File: config.mk
export PLATFORM = sky130hd
export DESIGN_NAME = fetch_unit
export DESIGN_NICKNAME = d
export VERILOG_FILES = /design/src/rtl/fetch_unit.sv
export SDC_FILE = /design/constraint.sdc
export NUM_CORES = 1
export LEC_CHECK = 0
export CAP_MARGIN = 20
export CORE_MARGIN = 8
export CORE_UTILIZATION = 48
export CTS_BUF_LIST = sky130_fd_sc_hd__clkbuf_4 sky130_fd_sc_hd__clkbuf_8
export DETAILED_ROUTE_END_ITERATION = 8
export DONT_BUFFER_PORTS = 1
export PLACE_DENSITY = 0.73
export SYNTH_ARGS = -nofsm -noshare
export SYNTH_HDL_FRONTEND = slang
export SYNTH_SLANG_ARGS = --single-unit
File: constraint.sdc
create_clock -name i_clk -period 3 [get_ports i_clk]
set_input_delay 0.9 -clock i_clk [delete_from_list [all_inputs] [get_ports i_clk]]
set_output_delay 0.9 -clock i_clk [all_outputs]
set_load 0.02 [all_outputs]
File: src/rtl/fetch_unit.sv
// -----------------------------------------------------------------------------
// fetch_unit
//   Instruction fetch front end. Owns the fetch PC, issues word-addressed
//   requests to instruction memory, buffers returned instructions (tagged with
//   their PC) in an in-order FIFO for decode, and handles redirects from the
//   branch unit by flushing the FIFO and discarding stale in-flight responses.
//
// Ports
//   i_clk, i_rst         clock (rising edge), asynchronous active-high reset
//   i_redirect(_pc)      one-cycle redirect strobe and absolute target PC
//   o_imem_req_*         request channel (valid/addr out, ready in)
//   i_imem_rsp_*         response channel, in request order, no backpressure
//   o_instr_*            FIFO head toward decode (valid/instr/pc), i_instr_ready
// -----------------------------------------------------------------------------
module fetch_unit #(
   parameter int                   REG_WIDTH   = 32,
   parameter int                   INSTR_WIDTH = 32,
   parameter int                   FIFO_DEPTH  = 4,
   parameter logic [REG_WIDTH-1:0] RESET_PC    = '0
) (
   input  logic                   i_clk,
   input  logic                   i_rst,
   input  logic                   i_redirect,
   input  logic [REG_WIDTH-1:0]   i_redirect_pc,
   output logic                   o_imem_req_valid,
   output logic [REG_WIDTH-1:0]   o_imem_req_addr,
   input  logic                   i_imem_req_ready,
   input  logic                   i_imem_rsp_valid,
   input  logic [INSTR_WIDTH-1:0] i_imem_rsp_data,
   output logic                   o_instr_valid,
   output logic [INSTR_WIDTH-1:0] o_instr,
   output logic [REG_WIDTH-1:0]   o_instr_pc,
   input  logic                   i_instr_ready
);

   localparam int PTR_W = $clog2(FIFO_DEPTH);
   localparam int CNT_W = PTR_W + 1;
   localparam logic [CNT_W:0] DEPTH_C = (CNT_W + 1)'(FIFO_DEPTH);

   logic [REG_WIDTH-1:0]   fetch_pc_q, fetch_pc_d;
   logic [REG_WIDTH-1:0]   rsp_pc_q, rsp_pc_d;
   logic [CNT_W-1:0]       outstanding_q, outstanding_d;
   logic [CNT_W-1:0]       stale_q, stale_d;
   logic [CNT_W-1:0]       count_q, count_d;
   logic [PTR_W-1:0]       wr_ptr_q, wr_ptr_d;
   logic [PTR_W-1:0]       rd_ptr_q, rd_ptr_d;

   logic [REG_WIDTH-1:0]   fifo_pc_q   [FIFO_DEPTH];
   logic [INSTR_WIDTH-1:0] fifo_data_q [FIFO_DEPTH];

   logic credit_ok;
   logic req_valid;
   logic req_fire;
   logic head_valid;
   logic push;
   logic pop;

   // Credits cover both in-flight requests and buffered entries, so every
   // response is guaranteed a FIFO slot when it returns.
   assign credit_ok  = ({1'b0, outstanding_q} + {1'b0, count_q}) < DEPTH_C;
   assign req_valid  = !i_rst && credit_ok && !i_redirect;
   assign req_fire   = req_valid && i_imem_req_ready;
   assign head_valid = (count_q != '0);

   // A redirect discards this cycle's pop and push along with the whole FIFO.
   assign push = i_imem_rsp_valid && (stale_q == '0) && !i_redirect;
   assign pop  = head_valid && i_instr_ready && !i_redirect;

   always_comb begin
      fetch_pc_d    = fetch_pc_q;
      rsp_pc_d      = rsp_pc_q;
      outstanding_d = outstanding_q + CNT_W'(req_fire) - CNT_W'(i_imem_rsp_valid);
      stale_d       = stale_q;
      count_d       = count_q + CNT_W'(push) - CNT_W'(pop);
      wr_ptr_d      = wr_ptr_q;
      rd_ptr_d      = rd_ptr_q;

      if (req_fire) begin
         fetch_pc_d = fetch_pc_q + REG_WIDTH'(1);
      end
      if (i_imem_rsp_valid && (stale_q != '0)) begin
         stale_d = stale_q - CNT_W'(1);
      end
      if (push) begin
         rsp_pc_d = rsp_pc_q + REG_WIDTH'(1);
         wr_ptr_d = wr_ptr_q + PTR_W'(1);
      end
      if (pop) begin
         rd_ptr_d = rd_ptr_q + PTR_W'(1);
      end

      if (i_redirect) begin
         fetch_pc_d = i_redirect_pc;
         rsp_pc_d   = i_redirect_pc;
         // No request fires in a redirect cycle, so everything still
         // outstanding after this cycle's response belongs to the old path.
         stale_d    = outstanding_d;
         count_d    = '0;
         wr_ptr_d   = '0;
         rd_ptr_d   = '0;
      end
   end

   always_ff @(posedge i_clk or posedge i_rst) begin
      if (i_rst) begin
         fetch_pc_q    <= RESET_PC;
         rsp_pc_q      <= RESET_PC;
         outstanding_q <= '0;
         stale_q       <= '0;
         count_q       <= '0;
         wr_ptr_q      <= '0;
         rd_ptr_q      <= '0;
      end else begin
         fetch_pc_q    <= fetch_pc_d;
         rsp_pc_q      <= rsp_pc_d;
         outstanding_q <= outstanding_d;
         stale_q       <= stale_d;
         count_q       <= count_d;
         wr_ptr_q      <= wr_ptr_d;
         rd_ptr_q      <= rd_ptr_d;
      end
   end

   // Storage needs no reset: entries are only visible when counted valid.
   always_ff @(posedge i_clk) begin
      if (push) begin
         fifo_pc_q[wr_ptr_q]   <= rsp_pc_q;
         fifo_data_q[wr_ptr_q] <= i_imem_rsp_data;
      end
   end

   assign o_imem_req_valid = req_valid;
   assign o_imem_req_addr  = fetch_pc_q;
   assign o_instr_valid    = head_valid;
   // Gate the head so the outputs read zero whenever the buffer is empty.
   assign o_instr          = head_valid ? fifo_data_q[rd_ptr_q] : '0;
   assign o_instr_pc       = head_valid ? fifo_pc_q[rd_ptr_q]   : '0;

   // A response with nothing outstanding means the memory side broke protocol.
   rsp_underflow_a : assert property (@(posedge i_clk) disable iff (i_rst)
      !(i_imem_rsp_valid && (outstanding_q == '0)));

endmodule

Word-level counts from Yosys, hierarchy flattened
Memory sizes are Yosys's and may differ from the RTL's.
Index checks and enable logic that the tools add are counted.
{ "op_classes": {"n_addsub": 10, "n_reduce_logical": 17, "n_mux": 15, "n_lt_le_gt_ge": 1} }
{ "ops": {"columns": ["operator", "n"], "rows": [
  ["32-bit two-way mux", 6],
  ["32-bit by 1-bit adder with 32-bit output (second input constant)", 2],
  ["3-bit two-way mux", 3],
  ["1-bit logical AND", 8],
  ["2-bit two-way mux", 4],
  ["2-bit nonzero test", 4],
  ["3-bit by 1-bit adder with 3-bit output", 2],
  ["3-bit nonzero test", 2],
  ["3-bit by 1-bit subtractor with 3-bit output", 2],
  ["2-bit by 1-bit adder with 2-bit output (second input constant)", 2],
  ["3-bit by 3-bit adder with 4-bit output", 1],
  ["4-bit by 3-bit < comparator with 1-bit output (second input constant)", 1],
  ["3-bit zero test", 1],
  ["3-bit by 1-bit subtractor with 3-bit output (second input constant)", 1],
  ["1-bit zero test", 2],
  ["1-bit two-way mux", 2]
]} }
{ "totals": {"mem_bits_rw": 256, "out_inout_bits": 98, "mem_count": 2, "regBits": 77} }
{ "mem_list": {"columns": ["name", "words", "word_bits", "read_ports", "rd_clocked_by_memory_dff", "wr", "line", "text"], "rows": [
  ["fifo_data_q", 4, 32, 1, 0, 1, "49", "logic [INSTR_WIDTH-1:0] fifo_data_q [FIFO_DEPTH];"],
  ["fifo_pc_q", 4, 32, 1, 0, 1, "48", "logic [REG_WIDTH-1:0] fifo_pc_q [FIFO_DEPTH];"]
]} }

Depth between registers and ports, before layout
{ "depth": {"depth_word": 8, "depth_mapped": 14, "ltp_nobuf": 12} }

Worst setup path after synthesis
No wires, ideal clock.
{ "synth_path": {"kind": "input -> register", "startpoint": "in i_imem_rsp_valid", "endpoint": "mem fifo_data_q[0][0] (enable)", "path_stages": 3, "t_required_ps": 2571, "path_slack_ps": -401, "arrival_ps": 2971, "cell_sequence": "and3b_1 -> clkbuf_1 -> and3_1"} }
{ "synth_via": {"elab_chain_len": 4} }
{ "synth_lines": {"columns": ["item", "line", "text"], "rows": [
  ["start: declaration", "28", "input logic i_imem_rsp_valid,"],
  ["1-bit logical AND (2 in series)", "66", "assign push = i_imem_rsp_valid && (stale_q == '0) && !i_redirect;"],
  ["1-bit two-way mux", "126", "if (push) begin"],
  ["1-bit two-way mux (not written as such)", "128", "fifo_data_q[wr_ptr_q] <= i_imem_rsp_data;"],
  ["end: declaration", "49", null]
]} }
Every way passes these cells.

Worst setup path in the final report
{ "layout_path": {"startpoint": "reg rd_ptr_q[0]", "endpoint": "out o_instr_pc[30]"} }
{ "layout_via": {"elab_chain_len": 2} }
{ "layout_lines": {"columns": ["item", "line", "text"], "rows": [
  ["start: declaration", "46", "logic [PTR_W-1:0] rd_ptr_q, rd_ptr_d;"],
  ["start signal: assignment", "120", "rd_ptr_q <= rd_ptr_d;"],
  ["memory read 4 x 32 bit", null, null],
  ["32-bit two-way mux", "137", "assign o_instr_pc = head_valid ? fifo_pc_q[rd_ptr_q] : '0;"],
  ["end: declaration", "32", "output logic [REG_WIDTH-1:0] o_instr_pc,"]
]} }
Every way passes these cells.

==> results.ini <==
[critical_path]
cp-end-kind = primary output
arrival_ps = 2120
cp_cell_sequence = buf_6 > clkbuf_16 > mux4_2 > and2_4
cp_max_fo = 6
crit_type = reg2out
worstSetupStartpointType = flip-flop
regToRegSetupSlack_ps = 440
cp_top_family = multiplexers
cp.depth = 4
worst-r2r-cell-count = 12
required_ps = 2100
critical-path-slowest-cell = mux4_2
slowest_delay_ps = 530
crit_buf_inv = 2

[clock_network]
clk_latency_ps = 560
htree_levels = 2
root_buffer = clkbuf_8
cts_buffers = 52
cts.sinks = 333
cts_tree = built
cts_hold_buf = 0
clkSlewWorstSetupHoldPaths_ps = 60
max-clock-path-buffers = 3

[power]
fin_total_pwr_mw = 12.9
leakagePower_nw = 5.51
powerDensity_nw_per_um2 = 802
irDropWorstVdd_mv = 0.394

[synthesis]
yosysMostFrequentCell = edfxtp_1
synthFlopType = edfxtp_1
ys_warn_count = 0
synth-seq-cells = 333
syn-instance-count = 880
synth_cell_types = 52
yosysSeqAreaShare_pct = 68.6
synth_fp_nets = 966
yosys-top-cells-count = edfxtp_1 (256), dfrtp_1 (77), nand2_1 (73)
synth_edf_count = 256
avgSynthCellArea_um2 = 15.9
synth_largest_area_cell = edfxtp_1
postSynth.asyncResetShare_pct = 23.1
synthTopCellsByArea = edfxtp_1 (55%), dfrtp_1 (14%), mux4_2 (10%)
synth.cell_area_um2 = 14000
synth_top_area_share_pct = 54.9

[floorplanning]
start_util_pct = 48.8
fp-row-count = 62
fp.coreArea_um2 = 28700
dieArea_um2 = 34900
io_pins = 168
die_y_um = 187
chipWidth_um = 187

[placed_design]
place.gp.congestion = 0.826
numPlacedInstances = 1247
io_buffers = 0
hpwlAfterDp_um = 18800

[sta]
setup_viol = 5
clock_skew_ps = 12.2
max_freq_ghz = 0.331
fin_hold_ws_ps = 280
maxSlewHeadroom_pct = 52.5
worst_slack_ps = -23.1
setup_tns_ps = -62.6
tightestPinTransition_ps = 706
hold_viol_final = 0
grt_setup_unrepaired = true
maxSlewViolCount = 0
finalCritPeriodShare_pct = 101
fin_crit_ps = 3020

[grt]
grt_overflow = 0
grt_pass1_vias = 8094
antenna_found_initial = 1
grt_usage_pct = 16.9
grt_pass1_wl_um = 47100
grt_start_max_net_pins = 79

[final_layout]
final_nets = 1016
fillers = 2241
drive_gt1_share_pct = 26.7
stdcell_count = 1357
area_growth_pct = 14.6
antenna_cells = 0

[outcome]
violations = negative setup slack
status = finished, violations left

[drt]
first_pass_iters = 4
avgRoutedWirePerCell_um = 22.5
avgViaCountPerCell = 5.74
first_iter_violations = 518
ant_nets = 0
dr_total_vias = 7790
drc = 0
wirelength_um = 30500

[flow_run]
drv_cap = 0

[min_path]
min_path_type = in2async

per-stage QoR:
stage / setup slack (ps) / util, % / cell area (um2)
after global placement: 252 / 50.9 / 14600
after CTS: -68.5 / 55.3 / 15900
after floorplan: 11.3 / - / 14000
after detailed placement: 176 / 50.9 / 14600
after global routing: -101 / 56.0 / 16100
final: -23.1 / 56.0 / 16100
registers in the layout, summed over array words and instances, names as in the netlist:
register and count:
rsp_pc_q 32, fifo_data_q 128, count_q 3, rd_ptr_q 2, wr_ptr_q 2, o_imem_req_addr 32
stale_q 3, outstanding_q 3, fifo_pc_q 128
repair_timing:
item	4_1_cts	5_1_grt
gates cloned	1	5
endpoints found under the setup margin	64	60
pin swaps	0	7
buffers inserted	4	4
gates resized for setup	76	46
logic make-up after synthesis:
logic type	share of synthesized area [%]
and+or+nand+nor	11.0
muxes	10.5
AOI/OAI and AO/OA	3.96
xor gates and xnor gates	2.62
buffers and inverters	1.76
adders and majority gates	1.54
DFF	68.6
path summary, 6_finish.rpt:
path,start,to
hold reg to reg,rsp_pc_q[27],fifo_pc_q[0][27]
setup / recovery,rd_ptr_q[0],o_instr_pc[30]
min in group i_clk,i_imem_rsp_data[30],fifo_data_q[2][30]
hold / removal,i_rst,o_imem_req_addr[0]
setup reg to reg,count_q[2],stale_q[2]
max in group asynchronous,i_rst,rsp_pc_q[31]
area by class of cell:
class                      instances  area, um2  area share (%)
inverter                          21       78.8           0.491
timing repair buffer              33        528            3.29
clock inverter                    26        179            1.11
tap                              384        480            2.99
sequential                       333       9620            59.9
clock buffer                      71        883            5.50
multi-input combinational        489       4300            26.7
power by group:
part | switching [mW] | internal, mW | total (mW)
registers | 0.383 | 5.26 | 5.64
clock network | 1.72 | 2.10 | 3.81
logic | 1.79 | 1.64 | 3.43
total | 3.88 | 9.00 | 12.9
metal layers:
metal  up-vias  wire, um  part of all wire, %  GRT usage [%]
li1       3505         -                    -              -
met1      3922     13000                   43           22.7
met2       313     13900                   46           25.6
met3        48      3050                   10           6.49
met4         2       535                  1.8           4.46
met5         -        13                0.043              0
worst reg2reg max path: stages (launching register included):
cell and delay [ps]:
dfrtp_1 420, ha_1 290, nor4_1 240, and4b_1 270, inv_2 50, ha_1 270
inv_1 60, ha_1 130, inv_1 40, fa_1 370, xnor2_1 210, nand2_1 70
o21ai_0 60
layout by cell type, fill, tap and decap left out, drive strengths merged, types with 18 or more instances in the layout:
cell type | netlist | final
and2 | 67 | 67
o211ai | 18 | 18
nand2 | 73 | 73
nand4 | 27 | 27
dfrtp | 77 | 77
inv | 20 | 22
buf | 16 | 29
nor2 | 26 | 26
clkbuf | 21 | 75
clkinv | 1 | 21
mux4 | 64 | 64
o21ai | 42 | 42
nand3 | 37 | 37
xor2 | 26 | 26
edfxtp | 256 | 256
Power figures use the tool's default switching activity.
